`config.mk`:
```
export PLATFORM = sky130hd
export DESIGN_NAME = ex_flow_ctrl_unit_flat
export DESIGN_NICKNAME = d
export VERILOG_FILES = /design/src/rtl/ex_flow_ctrl_unit_pkg.sv /design/src/rtl/ex_flow_ctrl_unit_if.sv /design/src/rtl/ex_flow_ctrl_unit_stack_ptr.sv /design/src/rtl/ex_flow_ctrl_unit.sv /design/src/flat_wrapper.sv
export SDC_FILE = /design/constraint.sdc
export NUM_CORES = 1
export LEC_CHECK = 0
export ABC_AREA = 1
export BUFFER_PORTS_ARGS = -buffer_cell sky130_fd_sc_hd__buf_2
export CAP_MARGIN = 20
export CORE_UTILIZATION = 25
export CTS_BUF_LIST = sky130_fd_sc_hd__clkbuf_16
export CTS_CLUSTER_DIAMETER = 100
export DETAILED_ROUTE_END_ITERATION = 6
export SYNTH_ARGS = -nofsm -noshare
export SYNTH_HDL_FRONTEND = slang
export SYNTH_HIERARCHICAL = 1
export SYNTH_SLANG_ARGS = --single-unit
```
`constraint.sdc`:
```
create_clock -name clk -period 2.69 [get_ports clk]
set_input_delay 0.1345 -clock clk [delete_from_list [all_inputs] [get_ports clk]]
set_output_delay 0.1345 -clock clk [all_outputs]
set_load 0.05 [all_outputs]
```
`src/rtl/ex_flow_ctrl_unit_pkg.sv`:
```
// Shared encodings for the EX-stage control-flow unit: FSM states, op decode
// with call > ret > loop priority, and reset defaults.
package ex_flow_ctrl_unit_pkg;

  localparam int          ADDR_W_DEFAULT  = 8;
  localparam logic [7:0]  SP_INIT_DEFAULT = 8'hFF;

  typedef enum logic [1:0] {
    ST_IDLE     = 2'd0,
    ST_PUSH     = 2'd1,
    ST_POP      = 2'd2,
    ST_REDIRECT = 2'd3
  } state_t;

  // Listed in priority order, highest first after OP_NONE.
  typedef enum logic [1:0] {
    OP_NONE = 2'd0,
    OP_CALL = 2'd1,
    OP_RET  = 2'd2,
    OP_LOOP = 2'd3
  } op_t;

  function automatic op_t decode_op(input logic is_call, input logic is_ret,
                                    input logic is_loop);
    if (is_call)      return OP_CALL;
    else if (is_ret)  return OP_RET;
    else if (is_loop) return OP_LOOP;
    return OP_NONE;
  endfunction

endpackage

```
`src/rtl/ex_flow_ctrl_unit_if.sv`:
```
// Data-memory stack port: the control-flow unit is master, the memory is slave.
interface ex_flow_ctrl_unit_if #(parameter int ADDR_W = 8);

  logic              mem_req;
  logic              mem_we;
  logic [ADDR_W-1:0] mem_addr;
  logic [ADDR_W-1:0] mem_wdata;
  logic              mem_ready;
  logic [ADDR_W-1:0] mem_rdata;

  modport master (
    output mem_req, mem_we, mem_addr, mem_wdata,
    input  mem_ready, mem_rdata
  );

  modport slave (
    input  mem_req, mem_we, mem_addr, mem_wdata,
    output mem_ready, mem_rdata
  );

endinterface

```
`src/rtl/ex_flow_ctrl_unit_stack_ptr.sv`:
```
// Stack pointer register with wrapping inc/dec and a sticky over/underflow flag.
module ex_flow_ctrl_unit_stack_ptr #(
  parameter int                ADDR_W  = 8,
  parameter logic [ADDR_W-1:0] SP_INIT = '1
) (
  input  logic              clk,
  input  logic              rst,
  input  logic              inc,
  input  logic              dec,
  output logic [ADDR_W-1:0] sp,
  output logic              stack_err
);

  localparam logic [ADDR_W-1:0] ONE = ADDR_W'(1);

  always_ff @(posedge clk) begin
    if (rst) begin
      sp        <= SP_INIT;
      stack_err <= 1'b0;
    end else if (inc) begin
      sp <= sp + ONE;
      if (sp == SP_INIT) stack_err <= 1'b1;
    end else if (dec) begin
      sp <= sp - ONE;
      if (sp == '0) stack_err <= 1'b1;
    end
  end

endmodule

```
`src/rtl/ex_flow_ctrl_unit.sv`:
```
// EX-stage control-flow unit: multi-cycle CALL/RET through the memory stack,
// single-cycle LOOP, and the stall/flush/redirect feedback into IF/ID and ID/EX.
//
// state    | meaning
// ---------+---------------------------------------------------------------
// IDLE     | decode; LOOP completes here, CALL/RET stall and move on
// PUSH     | write return address at SP, hold request until mem_ready
// POP      | read return address at SP, hold request until mem_ready
// REDIRECT | load PC with target, flush IF/ID and the held ID/EX op
module ex_flow_ctrl_unit
  import ex_flow_ctrl_unit_pkg::*;
#(
  parameter int                ADDR_W  = ADDR_W_DEFAULT,
  parameter logic [ADDR_W-1:0] SP_INIT = SP_INIT_DEFAULT
) (
  input  logic              clk,
  input  logic              rst,
  input  logic              is_call_in,
  input  logic              is_ret_in,
  input  logic              is_loop_in,
  input  logic [ADDR_W-1:0] pc_in,
  input  logic [ADDR_W-1:0] rdata1_in,
  input  logic [ADDR_W-1:0] rdata2_in,
  input  logic [1:0]        ra_in,
  ex_flow_ctrl_unit_if.master mem,
  output logic              loop_wr_en,
  output logic [1:0]        loop_wr_reg,
  output logic [ADDR_W-1:0] loop_wr_data,
  output logic              stall,
  output logic              flush_ifid,
  output logic              flush_idex,
  output logic              redir_valid,
  output logic [ADDR_W-1:0] redir_addr,
  output logic [ADDR_W-1:0] sp_out,
  output logic              stack_err
);

  localparam logic [ADDR_W-1:0] ONE = ADDR_W'(1);

  state_t            state;
  op_t               op;
  logic [ADDR_W-1:0] ret_q;
  logic [ADDR_W-1:0] tgt_q;
  logic [ADDR_W-1:0] sp;
  logic              sp_inc;
  logic              sp_dec;

  assign op     = decode_op(is_call_in, is_ret_in, is_loop_in);
  assign sp_inc = (state == ST_IDLE) && (op == OP_RET);
  assign sp_dec = (state == ST_PUSH) && mem.mem_ready;
  assign sp_out = sp;

  ex_flow_ctrl_unit_stack_ptr #(
    .ADDR_W  (ADDR_W),
    .SP_INIT (SP_INIT)
  ) u_stack_ptr (
    .clk       (clk),
    .rst       (rst),
    .inc       (sp_inc),
    .dec       (sp_dec),
    .sp        (sp),
    .stack_err (stack_err)
  );

  always_ff @(posedge clk) begin
    if (rst) begin
      state <= ST_IDLE;
      ret_q <= '0;
      tgt_q <= '0;
    end else begin
      case (state)
        ST_IDLE: begin
          if (op == OP_CALL) begin
            ret_q <= pc_in + ONE;
            tgt_q <= rdata2_in;
            state <= ST_PUSH;
          end else if (op == OP_RET) begin
            state <= ST_POP;
          end
        end
        ST_PUSH: if (mem.mem_ready) state <= ST_REDIRECT;
        ST_POP: begin
          if (mem.mem_ready) begin
            tgt_q <= mem.mem_rdata;
            state <= ST_REDIRECT;
          end
        end
        default: state <= ST_IDLE;
      endcase
    end
  end

  // LOOP and the CALL/RET decode-cycle stall depend on the live ID/EX fields.
  always_comb begin
    mem.mem_req   = 1'b0;
    mem.mem_we    = 1'b0;
    mem.mem_addr  = sp;
    mem.mem_wdata = '0;
    loop_wr_en    = 1'b0;
    loop_wr_reg   = 2'd0;
    loop_wr_data  = '0;
    stall         = 1'b0;
    flush_ifid    = 1'b0;
    flush_idex    = 1'b0;
    redir_valid   = 1'b0;
    redir_addr    = '0;
    case (state)
      ST_IDLE: begin
        if (op == OP_CALL || op == OP_RET) begin
          stall = 1'b1;
        end else if (op == OP_LOOP) begin
          loop_wr_en   = 1'b1;
          loop_wr_reg  = ra_in;
          loop_wr_data = rdata1_in - ONE;
          if (rdata1_in != ONE) begin
            redir_valid = 1'b1;
            redir_addr  = rdata2_in;
            flush_ifid  = 1'b1;
            flush_idex  = 1'b1;
          end
        end
      end
      ST_PUSH: begin
        stall         = 1'b1;
        mem.mem_req   = 1'b1;
        mem.mem_we    = 1'b1;
        mem.mem_wdata = ret_q;
      end
      ST_POP: begin
        stall       = 1'b1;
        mem.mem_req = 1'b1;
      end
      default: begin
        redir_valid = 1'b1;
        redir_addr  = tgt_q;
        flush_ifid  = 1'b1;
        flush_idex  = 1'b1;
      end
    endcase
  end

endmodule

```
`src/flat_wrapper.sv`:
```
// flat-port wrapper written by rule: the top's interface ports become plain ports
module ex_flow_ctrl_unit_flat import ex_flow_ctrl_unit_pkg::*;
#(
  parameter int                ADDR_W  = ADDR_W_DEFAULT,
  parameter logic [ADDR_W-1:0] SP_INIT = SP_INIT_DEFAULT
)
  (clk, rst, is_call_in, is_ret_in, is_loop_in, pc_in, rdata1_in, rdata2_in, ra_in, loop_wr_en, loop_wr_reg, loop_wr_data, stall, flush_ifid, flush_idex, redir_valid, redir_addr, sp_out, stack_err, mem_mem_req, mem_mem_we, mem_mem_addr, mem_mem_wdata, mem_mem_ready, mem_mem_rdata);
  ex_flow_ctrl_unit_if #(.ADDR_W(ADDR_W)) mem_i ();
  input  logic clk;
  input  logic rst;
  input  logic is_call_in;
  input  logic is_ret_in;
  input  logic is_loop_in;
  input  logic [ADDR_W-1:0] pc_in;
  input  logic [ADDR_W-1:0] rdata1_in;
  input  logic [ADDR_W-1:0] rdata2_in;
  input  logic [1:0] ra_in;
  output logic loop_wr_en;
  output logic [1:0] loop_wr_reg;
  output logic [ADDR_W-1:0] loop_wr_data;
  output logic stall;
  output logic flush_ifid;
  output logic flush_idex;
  output logic redir_valid;
  output logic [ADDR_W-1:0] redir_addr;
  output logic [ADDR_W-1:0] sp_out;
  output logic stack_err;
  output wire logic [$bits(mem_i.mem_req)-1:0] mem_mem_req;
  output wire logic [$bits(mem_i.mem_we)-1:0] mem_mem_we;
  output wire logic [$bits(mem_i.mem_addr)-1:0] mem_mem_addr;
  output wire logic [$bits(mem_i.mem_wdata)-1:0] mem_mem_wdata;
  input wire logic [$bits(mem_i.mem_ready)-1:0] mem_mem_ready;
  input wire logic [$bits(mem_i.mem_rdata)-1:0] mem_mem_rdata;
  assign mem_mem_req = mem_i.mem_req;
  assign mem_mem_we = mem_i.mem_we;
  assign mem_mem_addr = mem_i.mem_addr;
  assign mem_mem_wdata = mem_i.mem_wdata;
  assign mem_i.mem_ready = mem_mem_ready;
  assign mem_i.mem_rdata = mem_mem_rdata;
  ex_flow_ctrl_unit #(.ADDR_W(ADDR_W), .SP_INIT(SP_INIT)) u_core (.clk(clk), .rst(rst), .is_call_in(is_call_in), .is_ret_in(is_ret_in), .is_loop_in(is_loop_in), .pc_in(pc_in), .rdata1_in(rdata1_in), .rdata2_in(rdata2_in), .ra_in(ra_in), .mem(mem_i), .loop_wr_en(loop_wr_en), .loop_wr_reg(loop_wr_reg), .loop_wr_data(loop_wr_data), .stall(stall), .flush_ifid(flush_ifid), .flush_idex(flush_idex), .redir_valid(redir_valid), .redir_addr(redir_addr), .sp_out(sp_out), .stack_err(stack_err));
endmodule
```
==> results of run 1 <==
## synthesized netlist by cell type, drive strengths merged
master	count	area, um2
a21o	1	7.510
clkbuf	2	7.510
clkinv	1	3.750
dfxtp	27	540.5
a21oi	24	150.1
nand3	36	190.2
nor3	3	15.01
ha	13	162.7
fa	1	20.02
inv	59	221.5
xnor2	2	17.52
nor4	1	6.260
and2	1	6.260
buf	19	140.1
nand2	106	434.2
nand2b	1	6.260
nor2	54	220.2
or2	1	6.260
xor2	1	8.760
nand4	5	31.28
o21ai	26	141.4
nand3b	1	7.510
## stage by stage
step | hold slack [ns] | std cells | instance area [um2] | worst slack [ns]
5_1_grt | 0.08732 | 566 | 2870 | 0.02120
4_1_cts | 0.06865 | 566 | 2868 | 0.2463
3_3_place_gp | 0.3528 | 562 | 2785 | 0.3456
3_5_place_dp | 0.3530 | 562 | 2785 | 0.2584
2_1_floorplan | 0.2239 | 385 | 2345 | 0.4241
6_report | 0.07353 | 566 | 2870 | 0.3272
## layout make-up
type / instances / share of cell area
sequential: 27 / 0.1883
clock buffer: 3 / 0.02616
inverter: 60 / 0.07934
clock inverter: 1 / 0.002616
tap: 108 / 0.04708
multi-input combinational: 277 / 0.4987
timing repair buffer: 90 / 0.1578
## final timing paths
path | endpoint | cells past startpoint | start
setup / recovery | u_core/u_stack_ptr/sp[7] | 16 | u_core/state[1]
hold / removal | u_core/ret_q[0] | 2 | pc_in[0]
setup reg to reg | u_core/u_stack_ptr/sp[7] | 16 | u_core/state[1]
hold reg to reg | u_core/tgt_q[0] | 2 | u_core/tgt_q[0]
## where the power goes
part	internal, uW	switching (uW)
logic	625	1690
clock network	202	147
registers	541	133
total	1370	1970
## sequential cells by signal, indices dropped and copies added (netlist names)
name                          flops
u_core/u_stack_ptr/sp             8
u_core/state                      2
u_core/u_stack_ptr/stack_err      1
u_core/ret_q                      8
u_core/tgt_q                      8
## logic make-up (layout without fill, tap and decap cells)
group | Yosys count | after routing | share of synthesized area
AO/OA/AOI/OAI | 51 | 51 | 0.1275
XOR/XNOR | 3 | 3 | 0.01121
adder cells (fa/ha/maj) | 14 | 14 | 0.07791
buffers and inverters | 81 | 154 | 0.1590
flip-flops | 27 | 27 | 0.2305
AND/OR/NAND/NOR | 209 | 209 | 0.3938
## worst max-delay path: cells and delay by family (launching register included)
family	cells	cell delay [ns]
flip-flops	1	0.33
adder cells (fa/ha/maj)	2	0.59
AO/OA/AOI/OAI	1	0.17
buffers and inverters	4	0.42
AND/OR/NAND/NOR	9	0.74
## routing by layer
layer | wire, um | part of all wire | GRT usage | up-vias
met5 | 0 | 0 | 0 | -
met4 | 131 | 0.021 | 0.04363 | 0
met3 | 187 | 0.030 | 0.01135 | 8
met2 | 2896 | 0.47 | 0.2281 | 58
met1 | 2985 | 0.48 | 0.1586 | 1133
li1 | - | - | - | 1343
==> results.cfg, run 1 <==
[detailed_routing]
wl_per_cell_um = 10.95
wirelength_mm = 6.200
drc = 0
route.antenna.remaining_nets = 0
drt_first_pass_iters = 4
vias_per_cell = 4.491
routed-via-count = 2542
drt_iter0_drc = 111

[yosys]
synth.cell_area_mm2 = 0.002345
syn_inst = 385
synth_fp_nets = 439
synth_cell_types = 34
synth.ff_latch_count = 27
ys_seq_area_frac = 0.2305
avgSynthCellArea_um2 = 6.090
yosys_warnings = 6

[clock_tree]
clock_latency_ns = 0.26
cts_max_level = 1
cts_hold_buf = 0
clock_path_buffers = 2
postCtsSetupBuffers = 0
clkTransAtPathRegs_ns = 0.07
cts_tree = done
clock_sinks = 27
cts-root-buf = clkbuf_16
cts-resized-gates = 0
cts_inserted_buffers = 3

[sta]
slew_headroom = 0.5671
tightest_slew_ns = 0.6493
clock-skew-final_ns = 0.002823
fin_crit_ns = 2.363
fin_crit_sh = 0.8784
final_hold_viol_count = 0
final-max-slew-violation-count = 0
setup_viol = 0
setup-tns-final_ns = 0
rsz0062_at_grt = no
fmax_mhz = 423.2

[global_routing]
grt-ovfl-total = 0
antenna_found_initial = 0
grt_pass1_wl_mm = 10.33
grt_use_total = 0.1271
first_global_vias = 2363
grt_max_degree = 23

[critical_path]
rrSetupSlack_ns = 0.33
worstSetupEndpointType = flip-flop
critPathMaxStageDelay_ns = 0.38
worstSetupStartpointType = flip-flop
cp.required_ns = 2.85
worst-path-max-fanout = 11
crit_top_cell = nand2_1
path_cells = inv_1, ha_1, inv_2, nor2_4, inv_4, nor2_2, inv_2, ha_1, nand2_1, nand2_1, a21oi_1, nand2_1, nand2_1, nand2_1, nand2_1, nand3_2
path_class = reg2reg
crit_arrival_ns = 2.52
cp_slowest_cell = ha_1

[flow_run]
max-cap-violations = 0

[final_layout]
diodes = 0
fillers = 974
finalCoreUtilization = 0.3228
layout-drive-gt1-share = 0.2664
ff_latch_area_um2 = 540.5
final_common_cell = nand2_1
syn2layout_area_growth_pct = 22.41
final_cell_mix = nand2_1, buf_2, inv_1
multiInputGateArea_mm2 = 0.001431
nets = 513

[floorplan]
coreArea_mm2 = 0.008891
start_util = 0.2637
row_count = 34
die_h_um = 98.85
die_w_um = 98.85
die_area_mm2 = 0.009770
io_pins = 90

[power_and_ir_drop]
p_leak_uw = 0.001566
finalPower_uw = 3341
peakVddDrop_v = 0.0005945
powerDensity_mw_per_mm2 = 1164

[run_status]
status = completed

[hold_path]
hold_path_class = in2reg

[place]
gp_congestion = 0.8402
port_buffers = 89
dpl.hpwl_mm = 4.825
Power figures use the tool's default switching activity.
==> run 2: changes to the inputs <==
--- a/config.mk
+++ b/config.mk
@@ -5,7 +5,7 @@
 export SDC_FILE = /design/constraint.sdc
 export NUM_CORES = 1
 export LEC_CHECK = 0
-export ABC_AREA = 1
+export ABC_AREA = 0
 export BUFFER_PORTS_ARGS = -buffer_cell sky130_fd_sc_hd__buf_2
 export CAP_MARGIN = 20
 export CORE_UTILIZATION = 25
==> run 2 against run 1 <==
Sequential power rose by 3.6%; flip-flop and latch count stayed put; the run now ends with DRC left; highest routed layer unchanged; global-route usage up 0.18 points; critical path type is now reg2out.
==> results.cfg, run 2 <==
[clock_tree]
clock_latency_ns = 0.27
cts_inserted_buffers = 3
cts-root-buf = clkbuf_16
clkTransAtPathRegs_ns = 0.08
clock_sinks = 27
cts_max_level = 1
cts_tree = done
postCtsSetupBuffers = 0
clock_path_buffers = 2

[global_routing]
first_global_vias = 1867
grt_max_degree = 28
grt_pass1_wl_mm = 9.101
grt_use_total = 0.1289
grt-ovfl-total = 0
antenna_found_initial = 0

[floorplan]
die_w_um = 93.67
io_pins = 90
row_count = 33
coreArea_mm2 = 0.008175
die_area_mm2 = 0.008774
start_util = 0.2570
die_h_um = 93.67

[detailed_routing]
routed-via-count = 2190
wl_per_cell_um = 12.85
route.antenna.remaining_nets = 0
drc = 2
vias_per_cell = 4.910
drt_first_pass_iters = 6
drt_iter0_drc = 95
wirelength_mm = 5.731

[final_layout]
final_common_cell = buf_2
syn2layout_area_growth_pct = 28.23
fillers = 901
diodes = 0
largestRegisters = u_core/ret_q (8), u_core/tgt_q (8), u_core/u_stack_ptr/sp (8)
layout-drive-gt1-share = 0.3226
final_cell_mix = buf_2, dfxtp_1, a21oi_1
nets = 396
stdcell_count = 446
finalCoreUtilization = 0.3295

[sta]
fin_crit_ns = 2.481
fin_crit_sh = 0.9225
rsz0062_at_grt = no
setup_viol = 0
tightest_slew_ns = 0.7164
final_hold_viol_count = 0
fmax_mhz = 403.0
clock-skew-final_ns = 0.009708
slew_headroom = 0.5224
final-max-slew-violation-count = 0
setup-tns-final_ns = 0

[yosys]
synth_cell_types = 47
ys_top_cells_by_area = dfxtp_1, ha_1, a21oi_1, a211oi_1, mux2i_1
avgSynthCellArea_um2 = 7.927
ys_async_sr_fraction = 0
yosys_warnings = 6
synthAdderAreaFrac = 0.08696
synth_fp_nets = 319
synth_top_cell_area_share = 0.2573
synth.ff_latch_count = 27
synth_compound_area_frac = 0.2543
yosys-top-cells-count = dfxtp_1, a21oi_1, nand2_1, nor2_1, inv_1
yosys.area_share.simple = 0.2245
synthMuxAreaShare = 0.05301
synth.most_common_cell = dfxtp_1
synth.cell_area_mm2 = 0.002101
ys.flop_type = dfxtp_1
synth_edf_count = 0
synth_xor_area_frac = 0.03335
syn_inst = 265
synth_area_leader_cell = dfxtp_1
ys_seq_area_frac = 0.2573
synth_top_family_by_area = compound AO/OA/AOI/OAI gates

[power_and_ir_drop]
power_frac_comb = 0.677
powerDensity_mw_per_mm2 = 1224
p_sw_uw = 1845
p_clk_frac = 0.111
p_int_uw = 1452
peakVddDrop_v = 0.0003425
pwr-share-seq = 0.212
p_leak_uw = 0.001183
finalPower_uw = 3297
swShare = 0.5595

[critical_path]
cp_slowest_cell = dfxtp_1
path_cells = inv_1, ha_2, nor3b_4, nand2_2, inv_1, o41ai_4, o31ai_1, buf_2
rrSetupSlack_ns = 0.38
worstSetupStartpointType = flip-flop
crit_top_cell = inv_1
worst-path-max-fanout = 9
path_class = reg2out
critPathMaxStageDelay_ns = 0.34
cp.required_ns = 2.56
crit_arrival_ns = 2.35
worstSetupEndpointType = output pin

[place]
dp.cells = 442
port_buffers = 89
gp_congestion = 0.8310
dpl.hpwl_mm = 4.316

[flow_run]
max-cap-violations = 0

[run_status]
status = complete, but fails checks
violations = DRC

[hold_path]
hold_path_class = in2reg
run 2: final cells by class:
| class | instances | area [um2] | share of cell area |
|---|---|---|---|
| clock buffer | 3 | 75.07 | 0.02787 |
| clock inverter | 1 | 8.758 | 0.003251 |
| sequential | 27 | 540.5 | 0.2007 |
| tap | 105 | 131.4 | 0.04877 |
| inverter | 17 | 63.81 | 0.02369 |
| multi-input combinational | 200 | 1384 | 0.5137 |
| timing repair buffer | 93 | 490.5 | 0.1821 |
run 2: routing by layer:
metal	routed length, um	GRT usage	share of wire
met1	2712	0.1763	0.47
met2	2707	0.2126	0.47
met3	289	0.02589	0.050
met4	22	0.01923	0.0038
met5	0	0	0
run 2: final timing paths:
| path | startpoint | to | depth (start not counted) |
|---|---|---|---|
| max | u_core/state[1] | redir_addr[6] | 8 |
| min | pc_in[0] | u_core/ret_q[0] | 2 |
| max reg2reg | u_core/state[1] | u_core/u_stack_ptr/sp[6] | 10 |
| min reg2reg | u_core/ret_q[5] | u_core/ret_q[5] | 2 |
run 2: through the flow:
stage / instance area (um2) / hold WS [ns] / worst slack [ns]
final: 2694 / 0.06989 / 0.2085
after global routing: 2694 / 0.06704 / 0.03541
after CTS: 2670 / 0.06759 / 0.06106
after detailed placement: 2586 / 0.3636 / 0.3584
after global placement: 2586 / 0.3586 / 0.4313
after floorplan: 2106 / 0.2301 / -0.3507
run 2: critical path: cells and delay by family (launching register included):
family	cells	cell delay [ns]
AOI/OAI and AO/OA	2	0.42
adders and majority gates	1	0.24
buffers and inverters	3	0.57
DFF	1	0.34
and+or+nand+nor	2	0.50
run 2: logic make-up (layout without fill, tap and decap cells):
| logic type | Yosys count | in the layout |
|---|---|---|
| AOI/OAI and AO/OA | 79 | 79 |
| muxes | 11 | 11 |
| DFF | 27 | 27 |
| adders and majority gates | 14 | 14 |
| and+or+nand+nor | 88 | 88 |
| buffers and inverters | 38 | 114 |
| xor gates and xnor gates | 8 | 8 |
run 2: power by group through the flow:
stage / registers (uW) / logic [uW] / clock network [uW]
floorplan: 823 / 1670 / 0
global placement: 702 / 2170 / 0
detailed placement: 710 / 2190 / 0
CTS: 701 / 2200 / 381
global route: 724 / 2410 / 401
finish: 698 / 2230 / 367
run 2: timing repair:
item | CTS | global route
hold buffers | 0 | 0
hold endpoints to repair | 0 | 0
endpoints found under the setup margin | 0 | 11
resized for setup | 0 | 10
